$ cat src/rtl/mp_mod_reduce_pkg.sv
// Shared widths and FSM encoding for the modular-reduction stage that follows
// the multi-precision adder.
package mp_mod_reduce_pkg;
  localparam int LIMB_W = 64;
  localparam int OP_W   = 128;
  localparam int SUM_W  = OP_W + 1;  // adder output: {carry, sum}

  typedef enum logic [1:0] {
    IDLE   = 2'd0,
    SUB_LO = 2'd1,
    SUB_HI = 2'd2,
    SELECT = 2'd3
  } state_t;
endpackage

$ cat src/rtl/mp_mod_reduce_if.sv
// Request/response bundle: start with operands A/M in, reduced R with a done pulse out.
// start is a request sampled only while busy=0; done is a one-cycle pulse with R valid.
interface mp_mod_reduce_if;
  import mp_mod_reduce_pkg::*;

  logic             start;
  logic [SUM_W-1:0] A;
  logic [OP_W-1:0]  M;
  logic [OP_W-1:0]  R;
  logic             done;
  logic             busy;

  modport master (output start, A, M, input R, done, busy);
  modport slave  (input start, A, M, output R, done, busy);
endinterface

$ cat src/rtl/mp_sub64.sv
// Combinational single-limb subtractor with borrow-in and borrow-out.
module mp_sub64
  import mp_mod_reduce_pkg::*;
(
  input  logic [LIMB_W-1:0] i_a,
  input  logic [LIMB_W-1:0] i_b,
  input  logic              i_borrow,
  output logic [LIMB_W-1:0] o_diff,
  output logic              o_borrow
);
  logic [LIMB_W:0] w_full;

  // The extra top bit goes to 1 exactly when the result is negative.
  assign w_full   = {1'b0, i_a} - {1'b0, i_b} - {{LIMB_W{1'b0}}, i_borrow};
  assign o_diff   = w_full[LIMB_W-1:0];
  assign o_borrow = w_full[LIMB_W];
endmodule

$ cat src/rtl/mp_mod_reduce.sv
// Conditional subtract A-M (A < 2M) done limb-serially over four cycles,
// sharing a single 64-bit subtractor between the low and high limbs.
module mp_mod_reduce
  import mp_mod_reduce_pkg::*;
(
  input  logic               clk,
  input  logic               rst,
  mp_mod_reduce_if.slave     bus,
  output state_t             o_dbg_state
);
  state_t            r_state;
  state_t            w_next;
  logic [SUM_W-1:0]  r_a;
  logic [OP_W-1:0]   r_m;
  logic [LIMB_W-1:0] r_diff_lo;
  logic [LIMB_W-1:0] r_diff_hi;
  logic              r_borrow_lo;
  logic              r_borrow_hi;
  logic [OP_W-1:0]   r_r;
  logic              r_done;

  logic              w_hi_sel;
  logic [LIMB_W-1:0] w_sub_a;
  logic [LIMB_W-1:0] w_sub_b;
  logic              w_sub_bin;
  logic [LIMB_W-1:0] w_sub_diff;
  logic              w_sub_bout;
  logic              w_a_ge_m;

  always_ff @(posedge clk or negedge rst) begin
    if (!rst) r_state <= IDLE;
    else      r_state <= w_next;
  end

  always_comb begin
    w_next = IDLE;
    case (r_state)
      IDLE:    w_next = bus.start ? SUB_LO : IDLE;
      SUB_LO:  w_next = SUB_HI;
      SUB_HI:  w_next = SELECT;
      SELECT:  w_next = IDLE;
      default: w_next = IDLE;
    endcase
  end

  // Operand muxes steer the shared subtractor onto the limb of the current state.
  assign w_hi_sel  = (r_state == SUB_HI);
  assign w_sub_a   = w_hi_sel ? r_a[OP_W-1:LIMB_W] : r_a[LIMB_W-1:0];
  assign w_sub_b   = w_hi_sel ? r_m[OP_W-1:LIMB_W] : r_m[LIMB_W-1:0];
  assign w_sub_bin = w_hi_sel ? r_borrow_lo : 1'b0;

  mp_sub64 u_sub (
    .i_a      (w_sub_a),
    .i_b      (w_sub_b),
    .i_borrow (w_sub_bin),
    .o_diff   (w_sub_diff),
    .o_borrow (w_sub_bout)
  );

  // A carry out of the adder means A >= 2^128 > M even though the 128-bit subtract borrows.
  assign w_a_ge_m = r_a[SUM_W-1] | ~r_borrow_hi;

  always_ff @(posedge clk or negedge rst) begin
    if (!rst) begin
      r_a         <= '0;
      r_m         <= '0;
      r_diff_lo   <= '0;
      r_diff_hi   <= '0;
      r_borrow_lo <= 1'b0;
      r_borrow_hi <= 1'b0;
      r_r         <= '0;
      r_done      <= 1'b0;
    end else begin
      r_done <= 1'b0;
      case (r_state)
        IDLE: begin
          if (bus.start) begin
            r_a <= bus.A;
            r_m <= bus.M;
          end
        end
        SUB_LO: begin
          r_diff_lo   <= w_sub_diff;
          r_borrow_lo <= w_sub_bout;
        end
        SUB_HI: begin
          r_diff_hi   <= w_sub_diff;
          r_borrow_hi <= w_sub_bout;
        end
        SELECT: begin
          r_r    <= w_a_ge_m ? {r_diff_hi, r_diff_lo} : r_a[OP_W-1:0];
          r_done <= 1'b1;
        end
        default: r_done <= 1'b0;
      endcase
    end
  end

  assign bus.R       = r_r;
  assign bus.done    = r_done;
  assign bus.busy    = (r_state != IDLE);
  assign o_dbg_state = r_state;
endmodule

$ cat src/flat_wrapper.sv
// flat-port wrapper written by rule: the top's interface ports become plain ports
module mp_mod_reduce_flat import mp_mod_reduce_pkg::*;
  (clk, rst, o_dbg_state, bus_start, bus_A, bus_M, bus_R, bus_done, bus_busy);
  mp_mod_reduce_if bus_i ();
  input  logic clk;
  input  logic rst;
  output state_t o_dbg_state;
  input wire logic [$bits(bus_i.start)-1:0] bus_start;
  input wire logic [$bits(bus_i.A)-1:0] bus_A;
  input wire logic [$bits(bus_i.M)-1:0] bus_M;
  output wire logic [$bits(bus_i.R)-1:0] bus_R;
  output wire logic [$bits(bus_i.done)-1:0] bus_done;
  output wire logic [$bits(bus_i.busy)-1:0] bus_busy;
  assign bus_i.start = bus_start;
  assign bus_i.A = bus_A;
  assign bus_i.M = bus_M;
  assign bus_R = bus_i.R;
  assign bus_done = bus_i.done;
  assign bus_busy = bus_i.busy;
  mp_mod_reduce u_core (.clk(clk), .rst(rst), .bus(bus_i), .o_dbg_state(o_dbg_state));
endmodule
$ cat config.mk
export PLATFORM = sky130hd
export DESIGN_NAME = mp_mod_reduce_flat
export DESIGN_NICKNAME = d
export VERILOG_FILES = /design/src/rtl/mp_mod_reduce_pkg.sv /design/src/rtl/mp_mod_reduce_if.sv /design/src/rtl/mp_sub64.sv /design/src/rtl/mp_mod_reduce.sv /design/src/flat_wrapper.sv
export SDC_FILE = /design/constraint.sdc
export NUM_CORES = 1
export LEC_CHECK = 0
export BUFFER_PORTS_ARGS = -buffer_cell sky130_fd_sc_hd__buf_2
export CAP_MARGIN = 20
export CELL_PAD_IN_SITES_DETAIL_PLACEMENT = 2
export CELL_PAD_IN_SITES_GLOBAL_PLACEMENT = 2
export CORE_MARGIN = 4
export CORE_UTILIZATION = 43
export CTS_BUF_LIST = sky130_fd_sc_hd__clkbuf_4 sky130_fd_sc_hd__clkbuf_8
export DETAILED_ROUTE_END_ITERATION = 10
export GPL_TIMING_DRIVEN = 0
export PLACE_DENSITY_LB_ADDON = 0.1
export SLEW_MARGIN = 20
export SYNTH_ARGS = -nofsm -noshare
export SYNTH_HDL_FRONTEND = slang
export SYNTH_HIERARCHICAL = 1
export SYNTH_SLANG_ARGS = --single-unit
$ cat constraint.sdc
create_clock -name clk -period 8.2 [get_ports clk]
set_clock_uncertainty 0.15 [all_clocks]
set_input_delay 0.41 -clock clk [delete_from_list [all_inputs] [get_ports clk]]
set_output_delay 0.41 -clock clk [all_outputs]
set_load 0.05 [all_outputs]
# == Yosys cells after proc, flatten, opt, wreduce, memory -nomap -nowiden ==
# Index checks and enable logic that the tools add are counted.
# totals
reg_bits,518
romBits,0
latch_bits,0
ram_bits,0
output_inout_bits,132
n_memories,0
# classes
n_mul,0
n_lt_le_gt_ge,0
shift,0
eq_ne,3
reduce_logical,3
n_mux,7
add_sub_neg,2
n_div,0
bitwise,2
# op_table
cell,count
$mux W128,1
$mux W64,2
$sub A64 B64 Y65,1
$sub A65 B1 Y65,1
$pmux W2 S4,1
$eq A2 B2 Y1 const B,2
$mux W1,3
$eq A2 B1 Y1 const B,1
$logic_not A2 Y1,1
$reduce_and A2 Y1,1
$reduce_bool A2 Y1,1
$not A1 Y1,1
$or A1 B1 Y1,1

# == Logic depth before layout (Yosys ltp) ==
# Gate-level depths: netlist (run 1).
# depth
ltp_word,4
depth_mapped,21
depth_no_buf,19

# == By module ==
# Netlist (run 1), hierarchy kept.
# by_module_without_submodules
mod,seq_area_each_um2,cells_each,area_each_um2,n_inst
mp_mod_reduce,12962.4,1700,23088.4,1
mp_sub64,0.0,814,5342.6,1

# == Least setup slack after synthesis (run 1) ==
# No wires, ideal clock.
# synth_path
kind,register to register
from,"reg u_core.r_state[0], in the netlist u_core/o_dbg_state[0]"
to,reg u_core.r_diff_lo[62]
arrival_time_ps,4896
setup_slack_ps,3029
setup_time_ps,125
required_ps,7925
path_stages_with_launch,22
cell_sequence,dfrtp_1 inv_1 ha_1 buf_2 buf_2 mux2_2 inv_1 fa_1 inv_1 ha_1 or2_2 fa_1 nor3b_1 o21a_4 a211oi_4 o2111ai_1 a31oi_1 o21a_1 a31o_2 a21oi_1 xnor2_1 mux2_2
# synth_via
elab_chain_cells,4
# synth_rtl
item,line,rtl
from (decl),mp_mod_reduce.sv:11,state_t r_state;
from (signal assigned),mp_mod_reduce.sv:32,else r_state <= w_next;
$eq A2 B2 Y1,mp_mod_reduce.sv:47,assign w_hi_sel = (r_state == SUB_HI);
$mux W64,mp_mod_reduce.sv:49,assign w_sub_b = w_hi_sel ? r_m[OP_W-1:LIMB_W] : r_m[LIMB_W-1:0];
named net u_core.w_sub_b[0],mp_mod_reduce.sv:24,logic [LIMB_W-1:0] w_sub_b;
$sub A64 B64 Y65,mp_sub64.sv:14,"assign w_full = {1'b0, i_a} - {1'b0, i_b} - {{LIMB_W{1'b0}}, i_borrow};"
$sub A65 B1 Y65,mp_sub64.sv:14,
named net u_core.w_sub_diff[62],mp_mod_reduce.sv:26,logic [LIMB_W-1:0] w_sub_diff;
to (signal assigned),mp_mod_reduce.sv:83,r_diff_lo <= w_sub_diff;
to (decl),mp_mod_reduce.sv:15,logic [LIMB_W-1:0] r_diff_lo;
# The timed path passes the listed nets, and every way through them passes these cells.
# A chain may end at the register's enable or synchronous reset.

# == Worst setup path in the final report (run 1) ==
# layout_path
from,"reg u_core.r_state[0], in the netlist u_core/o_dbg_state[0]"
to,reg u_core.r_diff_hi[39]
# layout_via
elab_chain_cells,4
# layout_rtl
item,line,rtl
$eq A2 B2 Y1,mp_mod_reduce.sv:47,
$mux W64,mp_mod_reduce.sv:49,
named net u_core.w_sub_b[0],mp_mod_reduce.sv:24,
$sub A64 B64 Y65,mp_sub64.sv:14,
$sub A65 B1 Y65,mp_sub64.sv:14,
named net u_core.w_sub_diff[39],mp_mod_reduce.sv:26,
to (signal assigned),mp_mod_reduce.sv:87,r_diff_hi <= w_sub_diff;
to (decl),mp_mod_reduce.sv:16,logic [LIMB_W-1:0] r_diff_hi;
# The timed path passes the listed nets, and every way through them passes these cells.

==> impl_metrics.json, run 1 <==
{
  "status": "finished, final reports clean",
  "postSynthRegisterBits": 518,
  "slew-limit-headroom_pct": 30.4,
  "tcrit_tclk_final_pct": 85.0,
  "dieHeight_um": 265,
  "crit_path_end_kind": "register",
  "fillCellCount": 6319,
  "number_of_enable_type_register_cells_in_the_synthesized_netlist": 0,
  "finalHoldViolCount": 0,
  "mappedNetlistArea_um2": 28400,
  "wl_mm": 137,
  "timing.final.max_slew_violations": 0,
  "synth_area_per_cell_um2": 11.3,
  "dr_vias_cell": 5.93,
  "critical_path.reg2reg.startpoint": "u_core/o_dbg_state[0]",
  "max_slew.worst_pin.slew_ns": 1.04,
  "antenna_found_initial": 9,
  "critical_path_required_ns": 8.69,
  "synth.yosys.seq_area_share_pct": 45.6,
  "route.top_layer_used": "met5",
  "timing.final.setup_violations": 0,
  "htree_levels": 3,
  "numClockSinks": 518,
  "timing.critical_path.arrival_ns": 7.46,
  "first_pass_grt_wire_length_mm": 201,
  "overall_fraction_of_global_route_tracks_in_use_pct": 38.0,
  "ys_dominant_reg_cell": "sky130_fd_sc_hd__dfrtp_1",
  "globalRouteOverflowTotal": 0,
  "timing.critical_path.from_type": "register",
  "critical_path_fanouts_max": 10,
  "ys_types": 68,
  "holdCritPathClass": "input port to async pin",
  "timing.hold.ws_ns": 0.200,
  "rsz_0062_raised_after_global_routing": "no",
  "post-synth-top-count-cell": "sky130_fd_sc_hd__dfrtp_1",
  "placeableCoreArea_um2": 65600,
  "timing.critical_path.from": "u_core/o_dbg_state[0]",
  "timing.max_cap.violations": 0,
  "first_global_vias": 29700,
  "timing.setup.critical_path_class": "register to register",
  "wl_met2_mm": 70.0,
  "grt_max_degree": 102,
  "synth_fp_nets": 2909,
  "placementRows": 94,
  "post_drt_wl_per_cell_um": 32.5,
  "quantity_of_i_o_buffers_inserted_on_ports": 391,
  "hpwlAfterDp_mm": 76.9,
  "flow.area_growth_from_synthesis_pct": 27.4,
  "floorplan.initialDensity_pct": 43.3,
  "globalplace.congestion": 0.841,
  "routed-wl-met3_mm": 7.78,
  "layout-drive-gt1-share_pct": 36.2,
  "fin_cells": 4201,
  "multi_input_area_um2": 13800,
  "cts_made_buffers": 93,
  "layout_min_cycle_time_ns": 6.97,
  "die_x_um": 265,
  "synth_top_cells_by_count": "sky130_fd_sc_hd__dfrtp_1 (518), sky130_fd_sc_hd__mux2_2 (516), sky130_fd_sc_hd__inv_1 (203)",
  "cts.root.buffer_cell": "sky130_fd_sc_hd__clkbuf_8",
  "drt-initial-drc-count": 1476,
  "ant_nets": 0,
  "largest_cells_by_area_after_synthesis": "sky130_fd_sc_hd__dfrtp_1 (46%), sky130_fd_sc_hd__mux2_2 (20%), sky130_fd_sc_hd__ha_1 (5.9%)",
  "number_of_synthesis_warnings": 6,
  "yosys.area.top_type_share_pct": 45.6,
  "design.portCount": 392,
  "seqCellArea_um2": 13000,
  "total_via_count_after_detailed_routing": 24900,
  "synth_largest_area_cell": "sky130_fd_sc_hd__dfrtp_1",
  "post-route-drc-count": 0,
  "synthArstFlopShare_pct": 100,
  "fmax_mhz": 143,
  "tritoncts": "done",
  "placed_cells_incl_taps": 3774,
  "firstDrtPassIters": 5,
  "clk_pin_slew_worst_paths_ns": 0.07,
  "clock_path_buffers": 3,
  "clkLatencyLatePin_ns": 0.73,
  "die_area_um2": 70300,
  "nNetsFinal": 3659,
  "met1Wirelength_mm": 49.2,
  "synth_cells": 2514,
  "postLayoutCoreUtil_pct": 55.2
}
-- sequential cells by signal, indices dropped and copies added, names as in the netlist --
| register | flops |
|---|---|
| u_core/r_borrow_lo | 1 |
| u_core/r_borrow_hi | 1 |
| u_core/r_diff_lo | 64 |
| u_core/r_a | 129 |
| u_core/o_dbg_state | 2 |
| u_core/bus.done | 1 |
| u_core/bus.R | 128 |
| u_core/r_diff_hi | 64 |
| u_core/r_m | 128 |
-- what timing repair did --
| action | 4_1_cts | 5_1_grt |
|---|---|---|
| endpoints found under the hold margin | 348 | 0 |
| resized for setup | 0 | 0 |
| hold buffers | 259 | 0 |
| setup buffers | 0 | 0 |
-- critical path, cell delays in order (launching register included) --
cell	delay (ns)
sky130_fd_sc_hd__dfrtp_1	0.49
sky130_fd_sc_hd__inv_1	0.20
sky130_fd_sc_hd__ha_1	0.20
sky130_fd_sc_hd__buf_2	0.46
sky130_fd_sc_hd__buf_2	0.45
sky130_fd_sc_hd__mux2_2	0.39
sky130_fd_sc_hd__inv_1	0.13
sky130_fd_sc_hd__fa_1	0.48
sky130_fd_sc_hd__inv_1	0.10
sky130_fd_sc_hd__ha_1	0.16
sky130_fd_sc_hd__o21ai_0	0.21
sky130_fd_sc_hd__a221oi_1	0.93
sky130_fd_sc_hd__a21o_2	0.32
sky130_fd_sc_hd__nor4b_4	0.29
sky130_fd_sc_hd__or3_4	0.22
sky130_fd_sc_hd__a21oi_1	0.10
sky130_fd_sc_hd__o21bai_1	0.42
sky130_fd_sc_hd__nor3_1	0.11
sky130_fd_sc_hd__a311oi_1	0.77
sky130_fd_sc_hd__mux2_2	0.31
-- worst paths after layout --
kind | to | slack [ns] | depth (start not counted)
setup / recovery | u_core/r_diff_hi[39] | 1.23 | 19
hold / removal | u_core/r_a[90] | 0.20 | 2
setup reg to reg | u_core/r_diff_hi[39] | 1.23 | 19
hold reg to reg | u_core/r_diff_hi[52] | 0.36 | 1
max in group asynchronous | u_core/r_a[118] | 5.68 | 5
min in group clk | u_core/r_a[69] | 0.31 | 3
-- routing by layer --
layer | global-route usage, % | vias to the layer above
met1 | 40.6 | 12900
met3 | 8.63 | 497
met5 | 0 | -
li1 | - | 10400
met2 | 68.4 | 1100
met4 | 23.2 | 4
-- logic make-up after synthesis --
logic type | after synthesis | share of synthesized area (%)
multiplexers | 518 | 20.5
adder cells (fa/ha/maj) | 135 | 5.99
XOR/XNOR | 61 | 1.88
AO/OA/AOI/OAI | 346 | 8.38
buffers and inverters | 365 | 5.92
AND/OR/NAND/NOR | 571 | 11.7
flip-flops | 518 | 45.6
-- metrics by stage --
| step | setup WS, ns | cell area [µm²] | TNS, ns |
|---|---|---|---|
| 6_report | 1.23 | 36200 | 0 |
| 5_1_grt | 1.03 | 36200 | 0 |
| 4_1_cts | 1.60 | 36200 | 0 |
| 3_5_place_dp | 1.74 | 31600 | 0 |
| 3_3_place_gp | -4.13 | 31500 | -2073.39 |
| 2_1_floorplan | 3.03 | 28400 | 0 |
-- cell type report --
class | count | share of cell area (%)
Clock buffer | 151 | 5.13
Buffer | 162 | 2.54
Clock inverter | 14 | 0.366
Tap cell | 864 | 2.99
Multi-Input combinational cell | 1631 | 38.1
Timing Repair Buffer | 655 | 13.0
Sequential cell | 518 | 35.8
Antenna cell | 3 | 0.0207
Inverter | 203 | 2.10
-- cells in the final DEF (no fill, tap or decap), types with 3 or more instances in the layout --
master                          instances
sky130_fd_sc_hd__xnor2_1               33
sky130_fd_sc_hd__a41oi_1                3
sky130_fd_sc_hd__a21o_1                30
sky130_fd_sc_hd__nand4b_1             128
sky130_fd_sc_hd__nand3_1               10
sky130_fd_sc_hd__buf_2                474
sky130_fd_sc_hd__buf_4                  3
sky130_fd_sc_hd__nand4_1               19
sky130_fd_sc_hd__buf_16                 5
sky130_fd_sc_hd__clkbuf_4              35
sky130_fd_sc_hd__dfrtp_1              518
sky130_fd_sc_hd__or3_1                  3
sky130_fd_sc_hd__and3_1                 9
sky130_fd_sc_hd__o211ai_1             131
sky130_fd_sc_hd__nor4_1                 3
sky130_fd_sc_hd__dlygate4sd3_1        259
sky130_fd_sc_hd__a21boi_0               5
sky130_fd_sc_hd__nor3_1                13
sky130_fd_sc_hd__xor2_1                28
sky130_fd_sc_hd__o21bai_1              10
sky130_fd_sc_hd__buf_6                 26
sky130_fd_sc_hd__o21a_1                11
sky130_fd_sc_hd__clkinv_2               9
sky130_fd_sc_hd__nor2_1                38
sky130_fd_sc_hd__o21ai_0               35
sky130_fd_sc_hd__and2_1                 7
sky130_fd_sc_hd__clkbuf_1              47
sky130_fd_sc_hd__nor2b_1                7
sky130_fd_sc_hd__nand2b_1             132
sky130_fd_sc_hd__a22oi_1                3
sky130_fd_sc_hd__diode_2                3
sky130_fd_sc_hd__clkbuf_8             116
sky130_fd_sc_hd__nand2_1              190
sky130_fd_sc_hd__a31oi_1                9
sky130_fd_sc_hd__mux2_2               516
sky130_fd_sc_hd__inv_1                203
sky130_fd_sc_hd__ha_1                 133
sky130_fd_sc_hd__a21oi_1               80
Power of run 1 is left out: the tool's default activity adds up to more than one toggle a clock period on the data nets, which glitch-free logic cannot reach.
==> inputs of run 2 (changes only) <==
--- a/config.mk
+++ b/config.mk
@@ -9,6 +9,7 @@
 export CAP_MARGIN = 20
 export CELL_PAD_IN_SITES_DETAIL_PLACEMENT = 2
 export CELL_PAD_IN_SITES_GLOBAL_PLACEMENT = 2
+export CORE_ASPECT_RATIO = 1.5
 export CORE_MARGIN = 4
 export CORE_UTILIZATION = 43
 export CTS_BUF_LIST = sky130_fd_sc_hd__clkbuf_4 sky130_fd_sc_hd__clkbuf_8
==> impl_metrics.json, run 2 (same netlist as run 1, synthesis figures left out) <==
{
  "finalInstanceArea_um2": 36100,
  "dr_vias_cell": 6.00,
  "timing.final.setup_violations": 0,
  "htree_levels": 3,
  "floorplan.initialDensity_pct": 43.3,
  "wl_mm": 142,
  "fin_cells": 4207,
  "tcrit_tclk_final_pct": 85.1,
  "clkLatencyLatePin_ns": 0.76,
  "rsz_0062_raised_after_global_routing": "no",
  "postLayoutCoreUtil_pct": 55.0,
  "clk_pin_slew_worst_paths_ns": 0.07,
  "top_library_cells_by_usage_in_the_layout_fill_and_taps_aside": "sky130_fd_sc_hd__dfrtp_1 (518), sky130_fd_sc_hd__mux2_2 (516), sky130_fd_sc_hd__buf_2 (474)",
  "ant_nets": 0,
  "layout_commonest_cell": "sky130_fd_sc_hd__dfrtp_1",
  "fillCellCount": 6450,
  "antenna_found_initial": 12,
  "holdCritPathClass": "input port to async pin",
  "timing.critical_path.arrival_ns": 7.42,
  "grt_max_degree": 98,
  "drt-initial-drc-count": 1725,
  "first_global_vias": 29500,
  "crit_path_end_kind": "register",
  "flow.area_growth_from_synthesis_pct": 27.0,
  "post_cts.resized_instances": 0,
  "layout-drive-gt1-share_pct": 36.0,
  "globalplace.congestion": 0.817,
  "design.portCount": 392,
  "overall_fraction_of_global_route_tracks_in_use_pct": 38.7,
  "critical_path_fanouts_max": 11,
  "timing.critical_path.from_type": "register",
  "numClockSinks": 518,
  "fmax_mhz": 143,
  "slew-limit-headroom_pct": 29.1,
  "status": "finished, final reports clean",
  "largest_register_ff_count": 129,
  "placed_cells_incl_taps": 3787,
  "total_via_count_after_detailed_routing": 25300,
  "die_x_um": 218,
  "timing.final.max_slew_violations": 0,
  "dpl_cell_area_um2": 31600,
  "post_drt_wl_per_cell_um": 33.8,
  "quantity_of_i_o_buffers_inserted_on_ports": 391,
  "placeableCoreArea_um2": 65600,
  "cts.root.buffer_cell": "sky130_fd_sc_hd__clkbuf_8",
  "critical_path_required_ns": 8.64,
  "firstDrtPassIters": 5,
  "layout_min_cycle_time_ns": 6.98,
  "dieHeight_um": 323,
  "tritoncts": "done",
  "max_slew.worst_pin.slew_ns": 1.06,
  "first_pass_grt_wire_length_mm": 202,
  "die_area_um2": 70400,
  "nNetsFinal": 3653,
  "finalHoldViolCount": 0,
  "placementRows": 115,
  "post-route-drc-count": 0,
  "hpwlAfterDp_mm": 79.9,
  "cts_made_buffers": 87,
  "globalRouteOverflowTotal": 0,
  "timing.setup.critical_path_class": "register to register",
  "fin_tns_setup_ns": 0,
  "clock_path_buffers": 3,
  "timing.max_cap.violations": 0,
  "register_with_the_highest_flop_count": "u_core/r_a"
}
[run 2: cell count changes in the layout (fill, tap and decap cells not counted)]
cell	previous run	this run
sky130_fd_sc_hd__clkbuf_4	35	25
sky130_fd_sc_hd__diode_2	3	9
sky130_fd_sc_hd__clkbuf_8	116	112
sky130_fd_sc_hd__clkinv_2	9	11
sky130_fd_sc_hd__clkinvlp_4	1	0
sky130_fd_sc_hd__inv_6	1	2
sky130_fd_sc_hd__inv_8	1	0
[run 2: per-stage QoR]
| step | hold WS (ns) | setup slack (ns) |
|---|---|---|
| 4_1_cts | 0.106 | 1.66 |
| 5_1_grt | 0.189 | 1.14 |
| 2_1_floorplan | -0.0356 | 3.03 |
| 3_3_place_gp | 0.333 | -4.03 |
| 3_5_place_dp | 0.286 | 1.68 |
| 6_report | 0.142 | 1.22 |
[run 2: what timing repair did]
item                                   CTS  global route
hold buffers                           259             0
setup buffers                            0             0
setup endpoints to repair                0             0
endpoints found under the hold margin  335             0
[run 2: path summary, 6_finish.rpt]
kind,slack [ns],to,cells past startpoint,start
max,1.22,u_core/r_diff_hi[61],19,u_core/o_dbg_state[0]
min,0.14,u_core/r_m[86],2,rst
max reg2reg,1.22,u_core/r_diff_hi[61],19,u_core/o_dbg_state[0]
min in group clk,0.28,u_core/r_m[44],3,bus_M[44]
max in group asynchronous,5.84,u_core/r_m[57],5,rst
min reg2reg,0.36,u_core/r_diff_hi[52],1,u_core/r_diff_hi[52]
[run 2: cell type report]
cell class | count | area, µm² | share of cell area, %
clock buffers | 137 | 1730 | 4.79
inverters | 203 | 762 | 2.11
repair buffers | 655 | 4700 | 13.0
well taps | 877 | 1100 | 3.04
diodes | 9 | 22.5 | 0.0624
flip-flops and latches | 518 | 13000 | 35.9
plain buffers | 162 | 921 | 2.55
multi-input cells | 1631 | 13800 | 38.2
clock inverters | 15 | 133 | 0.367
[run 2: critical path, cell delays in order (launching register included)]
cell and delay, ns:
sky130_fd_sc_hd__dfrtp_1 0.50, sky130_fd_sc_hd__inv_1 0.20, sky130_fd_sc_hd__ha_1 0.19, sky130_fd_sc_hd__buf_2 0.60, sky130_fd_sc_hd__buf_2 0.48, sky130_fd_sc_hd__mux2_2 0.41
sky130_fd_sc_hd__inv_1 0.09, sky130_fd_sc_hd__fa_1 0.45, sky130_fd_sc_hd__inv_1 0.09, sky130_fd_sc_hd__ha_1 0.17, sky130_fd_sc_hd__o21ai_0 0.19, sky130_fd_sc_hd__a221oi_1 0.94
sky130_fd_sc_hd__nand3_1 0.20, sky130_fd_sc_hd__nand3_1 0.25, sky130_fd_sc_hd__a31oi_1 0.26, sky130_fd_sc_hd__o31ai_2 0.63, sky130_fd_sc_hd__a32oi_1 0.34, sky130_fd_sc_hd__mux2i_1 0.20
sky130_fd_sc_hd__and3_1 0.21, sky130_fd_sc_hd__mux2_2 0.29
[run 2: metal layers]
metal  GRT usage, %  vias to the layer above  share of wire, %
li1               -                    10400                 -
met1           39.0                    13000                33
met4           29.5                        0               9.2
met5              0                        -                 0
met3           5.89                      597               4.8
met2           71.2                     1263                53
Power of run 2 is left out for the same reason.
==> inputs of run 3 (changes only) <==
--- a/config.mk
+++ b/config.mk
@@ -16,6 +16,7 @@
 export DETAILED_ROUTE_END_ITERATION = 10
 export GPL_TIMING_DRIVEN = 0
 export PLACE_DENSITY_LB_ADDON = 0.1
+export REMOVE_ABC_BUFFERS = 1
 export SLEW_MARGIN = 20
 export SYNTH_ARGS = -nofsm -noshare
 export SYNTH_HDL_FRONTEND = slang
==> impl_metrics.json, run 3 (same netlist as run 1, synthesis figures left out) <==
{
  "status": "finished, final reports clean",
  "cts_made_buffers": 87,
  "max_slew.worst_pin.slew_ns": 0.897,
  "worst_path_cell_trace": "inv_1 -> ha_4 -> buf_12 -> mux2_2 -> fa_1 -> inv_1 -> ha_1 -> or2_2 -> fa_1 -> nor3b_1 -> o21a_4 -> a211oi_4 -> o2111ai_1 -> nand3_1 -> a21oi_1 -> o21ai_0 -> a21boi_0 -> xnor2_1 -> mux2_2",
  "timing.setup.critical_path_class": "register to register",
  "timing.final.setup_violations": 0,
  "timing.critical_path.slowest_cell_delay_ns": 0.59,
  "clk_pin_slew_worst_paths_ns": 0.09,
  "timing.critical_path.arrival_ns": 7.43,
  "timing.max_cap.violations": 0,
  "post_cts.resized_instances": 0,
  "dr_vias_cell": 5.87,
  "firstDrtPassIters": 6,
  "timing.final.max_slew_violations": 0,
  "clkLatencyLatePin_ns": 0.73,
  "grt_max_degree": 95,
  "tcrit_tclk_final_pct": 84.9,
  "antenna_found_initial": 13,
  "timing.reg2reg.setup_slack_ns": 1.24,
  "placeableCoreArea_um2": 65600,
  "floorplan.initialDensity_pct": 43.3,
  "numClockSinks": 518,
  "post-route-drc-count": 0,
  "first_pass_grt_wire_length_mm": 187,
  "critPathSlowestCell": "sky130_fd_sc_hd__fa_1",
  "wl_mm": 128,
  "largest_register_ff_count": 129,
  "top_library_cells_by_usage_in_the_layout_fill_and_taps_aside": "sky130_fd_sc_hd__mux2_2 (516), sky130_fd_sc_hd__dfrtp_1 (516), sky130_fd_sc_hd__buf_2 (390)",
  "die_area_um2": 70400,
  "layout_min_cycle_time_ns": 6.96,
  "globalplace.congestion": 0.790,
  "crit_path_end_kind": "register",
  "tritoncts": "done",
  "postCtsSetupBuffers": 0,
  "slew-limit-headroom_pct": 40.2,
  "design.portCount": 392,
  "register_with_the_highest_flop_count": "u_core/r_a",
  "ant_nets": 0,
  "dieHeight_um": 323,
  "quantity_of_i_o_buffers_inserted_on_ports": 391,
  "clock_path_buffers": 3,
  "timing.critical_path.from_type": "register",
  "placementRows": 115,
  "first_global_vias": 28000,
  "die_x_um": 218,
  "nNetsFinal": 3513,
  "critical_path_required_ns": 8.67,
  "fmax_mhz": 144,
  "htree_levels": 3,
  "layout-drive-gt1-share_pct": 35.1,
  "post_drt_wl_per_cell_um": 31.4,
  "fin_tns_setup_ns": 0,
  "holdCritPathClass": "input port to async pin",
  "drt-initial-drc-count": 1588,
  "total_via_count_after_detailed_routing": 23900,
  "globalRouteOverflowTotal": 0,
  "hpwlAfterDp_mm": 66.4,
  "cts.root.buffer_cell": "sky130_fd_sc_hd__clkbuf_8",
  "finalHoldViolCount": 0,
  "rsz_0062_raised_after_global_routing": "no",
  "overall_fraction_of_global_route_tracks_in_use_pct": 35.0,
  "fillCellCount": 6349,
  "critical_path_fanouts_max": 31,
  "flow.area_growth_from_synthesis_pct": 26.3
}
-- run 3: cell count changes in the layout (fill, tap and decap cells not counted), sizes merged --
| cell | previous run | this run |
|---|---|---|
| clkbuf | 185 | 146 |
| inv | 205 | 204 |
| buf | 510 | 418 |
| clkinvlp | 0 | 1 |
| diode | 9 | 10 |
| bufinv | 2 | 1 |
-- run 3: path summary, 6_finish.rpt --
path,startpoint,endpoint,cells after the start
worst max-delay path,u_core/o_dbg_state[0],u_core/r_diff_lo[42],19
worst min-delay path,rst,u_core/r_m[68],2
worst max register to register,u_core/o_dbg_state[0],u_core/r_diff_lo[42],19
worst min register to register,u_core/r_borrow_lo,u_core/r_borrow_lo,1
max in group asynchronous,rst,u_core/r_m[53],5
min in group clk,bus_M[121],u_core/r_m[121],3
-- run 3: worst max-delay path: cells and delay by family (launching register included) --
family | cells | cell delay [ns]
AOI/OAI and AO/OA | 6 | 1.88
DFF | 1 | 0.51
and+or+nand+nor | 3 | 0.89
buffers and inverters | 3 | 0.70
muxes | 2 | 0.70
xor gates and xnor gates | 1 | 0.16
adders and majority gates | 4 | 1.81
-- run 3: cell type report --
class | instances | area (µm²) | share of cell area, %
multi-input combinational | 1631 | 13900 | 38.6
sequential | 518 | 13000 | 36.1
timing repair buffer | 677 | 5260 | 14.6
clock buffer | 146 | 1830 | 5.09
tap | 877 | 1100 | 3.06
inverter | 203 | 762 | 2.12
clock inverter | 14 | 101 | 0.282
antenna | 10 | 25.0 | 0.0697
-- run 3: what timing repair did --
item	CTS	global route
hold buffers	259	0
hold endpoints to repair	342	0
endpoints found under the setup margin	0	0
-- run 3: metrics by stage --
stage / hold slack [ns] / worst slack [ns] / utilization [%] / instances / instance area, µm²
after floorplan: -0.0356 / 0.305 / - / 2352 / 27500
after global placement: 0.334 / -5.99 / 46.6 / 3620 / 30600
after detailed placement: 0.316 / 1.67 / 47.8 / 3647 / 31400
after CTS: 0.132 / 1.60 / 54.7 / 4066 / 35900
after global routing: 0.186 / 1.01 / 54.7 / 4075 / 35900
final: 0.151 / 1.24 / 54.7 / 4076 / 35900
-- run 3: metal layers --
| metal | GRT usage, % | wire (µm) | vias to the layer above |
|---|---|---|---|
| met3 | 7.60 | 7340 | 385 |
| met4 | 17.7 | 7290 | 4 |
| met1 | 38.9 | 46900 | 12500 |
| met5 | 0 | 27 | - |
| li1 | - | - | 10100 |
| met2 | 63.0 | 66700 | 1000 |
Power of run 3 is left out for the same reason.
